<file path="config.mk">
export PLATFORM = sky130hd
export DESIGN_NAME = add_serial_sched
export DESIGN_NICKNAME = d
export VERILOG_FILES = /design/src/rtl/add_serial_sched.sv
export SDC_FILE = /design/constraint.sdc
export NUM_CORES = 1
export LEC_CHECK = 0
export ABC_AREA = 1
export CAP_MARGIN = 25
export CORE_MARGIN = 4
export CORE_UTILIZATION = 46
export DETAILED_ROUTE_END_ITERATION = 16
export PLACE_DENSITY = 0.95
export RECOVER_POWER = 25
export SETUP_SLACK_MARGIN = 0.1
export SYNTH_ARGS = -nofsm -noshare
export SYNTH_HDL_FRONTEND = slang
export SYNTH_SLANG_ARGS = --single-unit
</file>
<file path="constraint.sdc">
create_clock -name clk -period 3 [get_ports clk]
set_input_delay 0.9 -clock clk [delete_from_list [all_inputs] [get_ports clk]]
set_output_delay 0.9 -clock clk [all_outputs]
set_load 0.05 [all_outputs]
</file>
<file path="src/rtl/add_serial_sched.sv">
// add_serial_sched: round-robin scheduler that shares one add_serial datapath among N_REQ
// requesters. It latches the winning requester's operands, pulses add_en to start the adder,
// counts the fixed adder latency, captures the sum, and then pulses add_en again. That second
// pulse returns the adder from DONE to IDLE, because the adder has no done flag.
//
// Ports:
//   clk, rst_n          clock and asynchronous active-low reset
//   req[N_REQ]          level request per requester, sampled only while idle
//   op_a/op_b           packed operands, slice i belongs to requester i
//   ack[N_REQ]          one-cycle pulse: requester i's operands were latched
//   rsp_valid           one-cycle pulse qualifying rsp_id/rsp_data
//   rsp_id, rsp_data    requester index and sum mod 2^WIDTH of the completed add
//   busy                high whenever an operation is in flight
//   add_en, add_a/add_b to the shared adder; add_out from it
module add_serial_sched #(
  parameter int unsigned N_REQ      = 4,
  parameter int unsigned WIDTH      = 8,
  parameter int unsigned ADD_CYCLES = 8,
  parameter int unsigned ID_W       = 2
) (
  input  logic                   clk,
  input  logic                   rst_n,
  input  logic [N_REQ-1:0]       req,
  input  logic [N_REQ*WIDTH-1:0] op_a,
  input  logic [N_REQ*WIDTH-1:0] op_b,
  output logic [N_REQ-1:0]       ack,
  output logic                   rsp_valid,
  output logic [ID_W-1:0]        rsp_id,
  output logic [WIDTH-1:0]       rsp_data,
  output logic                   busy,
  output logic                   add_en,
  output logic [WIDTH-1:0]       add_a,
  output logic [WIDTH-1:0]       add_b,
  input  logic [WIDTH-1:0]       add_out
);

  localparam int unsigned CntW = $clog2(ADD_CYCLES) + 1;
  localparam logic [CntW-1:0] CntLast = CntW'(ADD_CYCLES - 1);

  typedef enum logic [1:0] {StIdle, StStart, StRun, StCapt} state_e;

  state_e            state_q, state_d;
  logic [ID_W-1:0]   ptr_q, ptr_d;
  logic [ID_W-1:0]   gid_q, gid_d;
  logic [CntW-1:0]   cnt_q, cnt_d;
  logic [WIDTH-1:0]  add_a_q, add_a_d;
  logic [WIDTH-1:0]  add_b_q, add_b_d;
  logic              rsp_valid_q, rsp_valid_d;
  logic [ID_W-1:0]   rsp_id_q, rsp_id_d;
  logic [WIDTH-1:0]  rsp_data_q, rsp_data_d;

  // Rotating priority search: the first asserted request at or after ptr_q wins.
  logic             found;
  logic [ID_W-1:0]  winner;
  logic [ID_W-1:0]  scan_idx;

  always_comb begin
    found    = 1'b0;
    winner   = '0;
    scan_idx = '0;
    for (int unsigned k = 0; k < N_REQ; k++) begin
      scan_idx = ID_W'((32'(ptr_q) + k) % N_REQ);
      if (!found && req[scan_idx]) begin
        found  = 1'b1;
        winner = scan_idx;
      end
    end
  end

  always_comb begin
    state_d     = state_q;
    ptr_d       = ptr_q;
    gid_d       = gid_q;
    cnt_d       = cnt_q;
    add_a_d     = add_a_q;
    add_b_d     = add_b_q;
    rsp_valid_d = 1'b0;
    rsp_id_d    = rsp_id_q;
    rsp_data_d  = rsp_data_q;
    unique case (state_q)
      StIdle: begin
        if (found) begin
          add_a_d = op_a[32'(winner)*WIDTH +: WIDTH];
          add_b_d = op_b[32'(winner)*WIDTH +: WIDTH];
          gid_d   = winner;
          ptr_d   = ID_W'((32'(winner) + 1) % N_REQ);
          state_d = StStart;
        end
      end
      StStart: begin
        cnt_d   = '0;
        state_d = StRun;
      end
      StRun: begin
        cnt_d = cnt_q + 1'b1;
        if (cnt_q == CntLast) begin
          state_d = StCapt;
        end
      end
      StCapt: begin
        // The adder sits in DONE for exactly this cycle.
        rsp_data_d  = add_out;
        rsp_id_d    = gid_q;
        rsp_valid_d = 1'b1;
        state_d     = StIdle;
      end
      default: state_d = StIdle;
    endcase
  end

  always_ff @(posedge clk or negedge rst_n) begin
    if (!rst_n) begin
      state_q     <= StIdle;
      ptr_q       <= '0;
      gid_q       <= '0;
      cnt_q       <= '0;
      add_a_q     <= '0;
      add_b_q     <= '0;
      rsp_valid_q <= 1'b0;
      rsp_id_q    <= '0;
      rsp_data_q  <= '0;
    end else begin
      state_q     <= state_d;
      ptr_q       <= ptr_d;
      gid_q       <= gid_d;
      cnt_q       <= cnt_d;
      add_a_q     <= add_a_d;
      add_b_q     <= add_b_d;
      rsp_valid_q <= rsp_valid_d;
      rsp_id_q    <= rsp_id_d;
      rsp_data_q  <= rsp_data_d;
    end
  end

  // Outputs decoded from the registered state are glitch-free and clear as soon as reset asserts.
  always_comb begin
    ack = '0;
    if (state_q == StStart) begin
      ack[gid_q] = 1'b1;
    end
  end

  // add_en loads the adder in StStart and releases it from DONE in StCapt.
  assign add_en    = (state_q == StStart) || (state_q == StCapt);
  assign busy      = (state_q != StIdle);
  assign add_a     = add_a_q;
  assign add_b     = add_b_q;
  assign rsp_valid = rsp_valid_q;
  assign rsp_id    = rsp_id_q;
  assign rsp_data  = rsp_data_q;

endmodule

</file>
==> implementation parameters <==
Parameter                              Value

Critical path
  Most common cell type on the critical path ... sky130_fd_sc_hd__inv_1
  Crit. End Element ... primary output
  Required time at the endpoint of the critical path ... 2100 ps
  Combined buffer and inverter count along the critical path ... 3
  Worst stage delay on the critical path ... 550 ps
  CP max stage cell ... sky130_fd_sc_hd__dlygate4sd2_1
  Critical Path Source Type ... flip-flop
  Arrival time at the worst endpoint ... 1770 ps
  Path type of the worst setup path ... flip-flop to primary output
  Largest delay share family, worst path ... buffers and inverters
  Worst-path cell chain ... inv_1 -> ha_1 -> inv_1 -> nor3_1 -> dlygate4sd2_1
  Max Fanout on Critical Path ... 4

Yosys
  Seq cells post-synth ... 37
  Number of flops mapped to enable cells by yosys ... 0
  Number of standard cells after synthesis ... 365
  Synth top area share ... 36.3%
  Number of distinct library cell variants in the gate-level netlist after synthesis ... 28
  Cell types occupying the most area after synthesis ... sky130_fd_sc_hd__dfrtp_1 (36%), sky130_fd_sc_hd__nand2_1 (18%), sky130_fd_sc_hd__inv_1 (9.4%), sky130_fd_sc_hd__nand3_1 (5.9%), sky130_fd_sc_hd__mux2_2 (3.5%)
  FFs w/ async S/R, synth ... 100%
  Post-synth top area cell ... sky130_fd_sc_hd__dfrtp_1
  Post-synthesis cell area ... 2550 um2
  Register area share after synthesis ... 36.3%
  Synth Warn # ... 0
  Main synth FF type ... sky130_fd_sc_hd__dfrtp_1
  Post-synth net total ... 449
  Mean area per synthesized cell ... 6.98 um2

Die
  Starting density of the core ... 48.7%
  DIE AREA ... 6800 um2
  Vertical die dimension ... 82.4 um
  Number of rows created at floorplan ... 26
  Placeable core area ... 5240 um2
  Horizontal die dimension ... 82.4 um
  Ports placed on the boundary ... 111

Cells and area
  Final std cell area, no fill ... 3770 um2
  FILL cells ... 406
  Fraction of layout instances using a drive strength above 1 ... 8.84%
  Antenna Diode Count ... 0
  Synth-to-Final Area Change ... 47.8%
  Nets@finish ... 559

Routing
  Iteration-0 DRC Markers ... 200
  Antenna violation net count after detailed routing ... 0
  Overall via count from detail_route ... 2709
  Detailed-route wire length ... 6700 um
  Number of iterations in the first detailed-routing pass ... 4
  Detail-routed via count per cell ... 4.97
  Post-route DRC ... 0
  Average wire length per cell after detail routing ... 12.3 um

STA
  Post-layout worst setup margin ... 333 ps
  Post-route clock skew ... 5.81 ps
  Final count of negative-setup-slack endpoints ... 0
  Unrepaired setup endpoints after global routing ... false
  Post-route setup TNS ... 0 ps
  Remaining max-slew budget at the tightest pin ... -28.3%
  Final min period ... 2670 ps
  Actual slew at the worst max-slew pin ... 1930 ps
  Total count of hold-check failures in the final report ... 0
  Pins Over Slew Limit ... 38
  Maximum achievable frequency ... 375 MHz
  Share of the cycle needed by the critical path after routing ... 88.9%

Placement
  Placed cell area ... 3680 um2
  Pre-CTS worst setup slack ... 180 ps
  Port Buf Inserts ... 110
  Final weighted congestion in routability-driven placement ... 0.842
  Sum of net half-perimeters after detailed placement ... 5400 um

Power and ir drop
  Overall power ... 4.83 mW
  Leakage power total ... 1.92 nW
  Power density cells ... 1280 nW/um2
  Worst supply voltage drop on vdd ... 0.696 mV

Clocking
  Post-CTS clock slew at the launch and capture registers of the worst setup and hold paths ... 70 ps
  Clock tree root driver cell ... sky130_fd_sc_hd__clkbuf_8
  Number of CTS-inserted buffers ... 5
  Clock sinks ... 37
  Max Root-Sink Buffers ... 2
  # H-tree levels ... 2
  Insertion delay of the later-clocked pin in the worst-skew pair ... 280 ps
  Clock tree from TritonCTS ... built

Global routing
  Largest net degree at the start of global routing ... 38
  Global-route wire length before repair ... 10700 um
  Vias in the first global route ... 2486
  Gr ovfl total ... 0
  Initial antenna violation count ... 0
  Overall track demand over capacity in global routing ... 20.2%

Run status
  Violations in the final reports ... max-capacitance violations, max-slew violations
  Outcome ... complete, but fails checks

Worst hold path
  Worst min-delay path class ... flip-flop to flip-flop

Job
  Max-cap violations ... 1
## layer usage
metal  global-route usage, %  vias to the layer above  part of all wire [%]
met5                       0                        -                     0
met2                    36.1                      116                    50
li1                        -                     1356                     -
met1                    22.9                     1226                    39
met4                    5.65                        0                   1.4
met3                    6.51                       11                   9.5
## Yosys cell counts (7+ instances only)
cell	n
sky130_fd_sc_hd__nor3_1	7
sky130_fd_sc_hd__nand3_1	30
sky130_fd_sc_hd__nand4_1	14
sky130_fd_sc_hd__dfrtp_1	37
sky130_fd_sc_hd__mux2_2	8
sky130_fd_sc_hd__o21ai_0	9
sky130_fd_sc_hd__nand2_1	125
sky130_fd_sc_hd__inv_1	64
sky130_fd_sc_hd__o21ai_1	17
## final cells by class
type	count	area [um2]	area share, %
clock buffer	6	82.6	2.19
clock inverter	1	7.51	0.199
inverter	68	258	6.84
multi-input combinational	247	1260	33.4
sequential	37	926	24.6
tap	70	87.6	2.32
timing repair buffer	116	1150	30.5
## through the flow
step	util [%]	hold WS, ps	cells
finish	71.9	497	545
global route	71.9	516	545
CTS	71.9	497	545
detailed placement	70.3	469	538
global placement	70.3	466	538
floorplan	-	468	365
## registers in the layout, indices dropped and copies added, names as in the netlist
signal	count
add_a	8
add_b	8
cnt_q	4
gid_q	2
ptr_q	2
rsp_data	8
rsp_id	2
rsp_valid	1
state_q	2
## cell families after synthesis
logic type | count (synthesis) | share of synthesized area [%]
multiplexers | 8 | 3.53
AND/OR/NAND/NOR | 198 | 35.7
AO/OA/AOI/OAI | 34 | 6.87
adder cells (fa/ha/maj) | 6 | 2.95
flip-flops | 37 | 36.3
XOR/XNOR | 1 | 0.344
buffers and inverters | 81 | 14.3
## cell usage in the layout, fill, tap and decap left out, types with 3 or more instances in the layout
master / instances
sky130_fd_sc_hd__nand2_1: 125
sky130_fd_sc_hd__clkdlybuf4s50_1: 103
sky130_fd_sc_hd__inv_1: 64
sky130_fd_sc_hd__dfrtp_1: 37
sky130_fd_sc_hd__nand3_1: 30
sky130_fd_sc_hd__o21ai_1: 17
sky130_fd_sc_hd__nand4_1: 14
sky130_fd_sc_hd__o21ai_0: 9
sky130_fd_sc_hd__mux2_2: 8
sky130_fd_sc_hd__nor3_1: 7
sky130_fd_sc_hd__nand2_2: 6
sky130_fd_sc_hd__nor2_1: 6
sky130_fd_sc_hd__a21oi_1: 6
sky130_fd_sc_hd__ha_1: 6
sky130_fd_sc_hd__clkbuf_8: 6
sky130_fd_sc_hd__buf_4: 6
sky130_fd_sc_hd__dlygate4sd2_1: 4
sky130_fd_sc_hd__inv_2: 3
## power by group
group	switching [mW]	internal, mW
Combinational	2.33	1.23
Clock	0.167	0.181
Sequential	0.165	0.753
## worst register-to-register path, cell delays in order (launching register included)
cell	delay, ps
sky130_fd_sc_hd__dfrtp_1	570
sky130_fd_sc_hd__inv_4	120
sky130_fd_sc_hd__nand2_1	90
sky130_fd_sc_hd__nand2_2	90
sky130_fd_sc_hd__nand2_2	90
sky130_fd_sc_hd__nand2_2	60
sky130_fd_sc_hd__nor2_4	130
sky130_fd_sc_hd__nand3_4	110
sky130_fd_sc_hd__nand3_4	250
sky130_fd_sc_hd__buf_12	210
sky130_fd_sc_hd__nand2_1	70
sky130_fd_sc_hd__o21ai_1	100
sky130_fd_sc_hd__nand2_1	80
sky130_fd_sc_hd__nand3_1	80
## final timing paths
kind                                   startpoint                    to  slack [ps]  depth (start not counted)
max reg2reg                  ptr_q[0]$_DFFE_PN0P_  add_a[3]$_DFFE_PN0P_         890                         13
min in group asynchronous                   rst_n  add_a[2]$_DFFE_PN0P_        1140                          1
min                          add_a[0]$_DFFE_PN0P_  add_a[0]$_DFFE_PN0P_         500                          2
max in group asynchronous                   rst_n  ptr_q[0]$_DFFE_PN0P_         750                          1
min reg2reg                  add_a[0]$_DFFE_PN0P_  add_a[0]$_DFFE_PN0P_         500                          2
max                        state_q[1]$_DFFE_PN0P_                ack[2]         330                          5
## repair_timing
item / CTS / global route
gates cloned: 0 / 0
hold buffers: 0 / 0
resized for setup: 4 / 1
setup buffers: 0 / 0
setup endpoints to repair: 4 / 1
No activity file was read; power rests on OpenSTA's default activity.
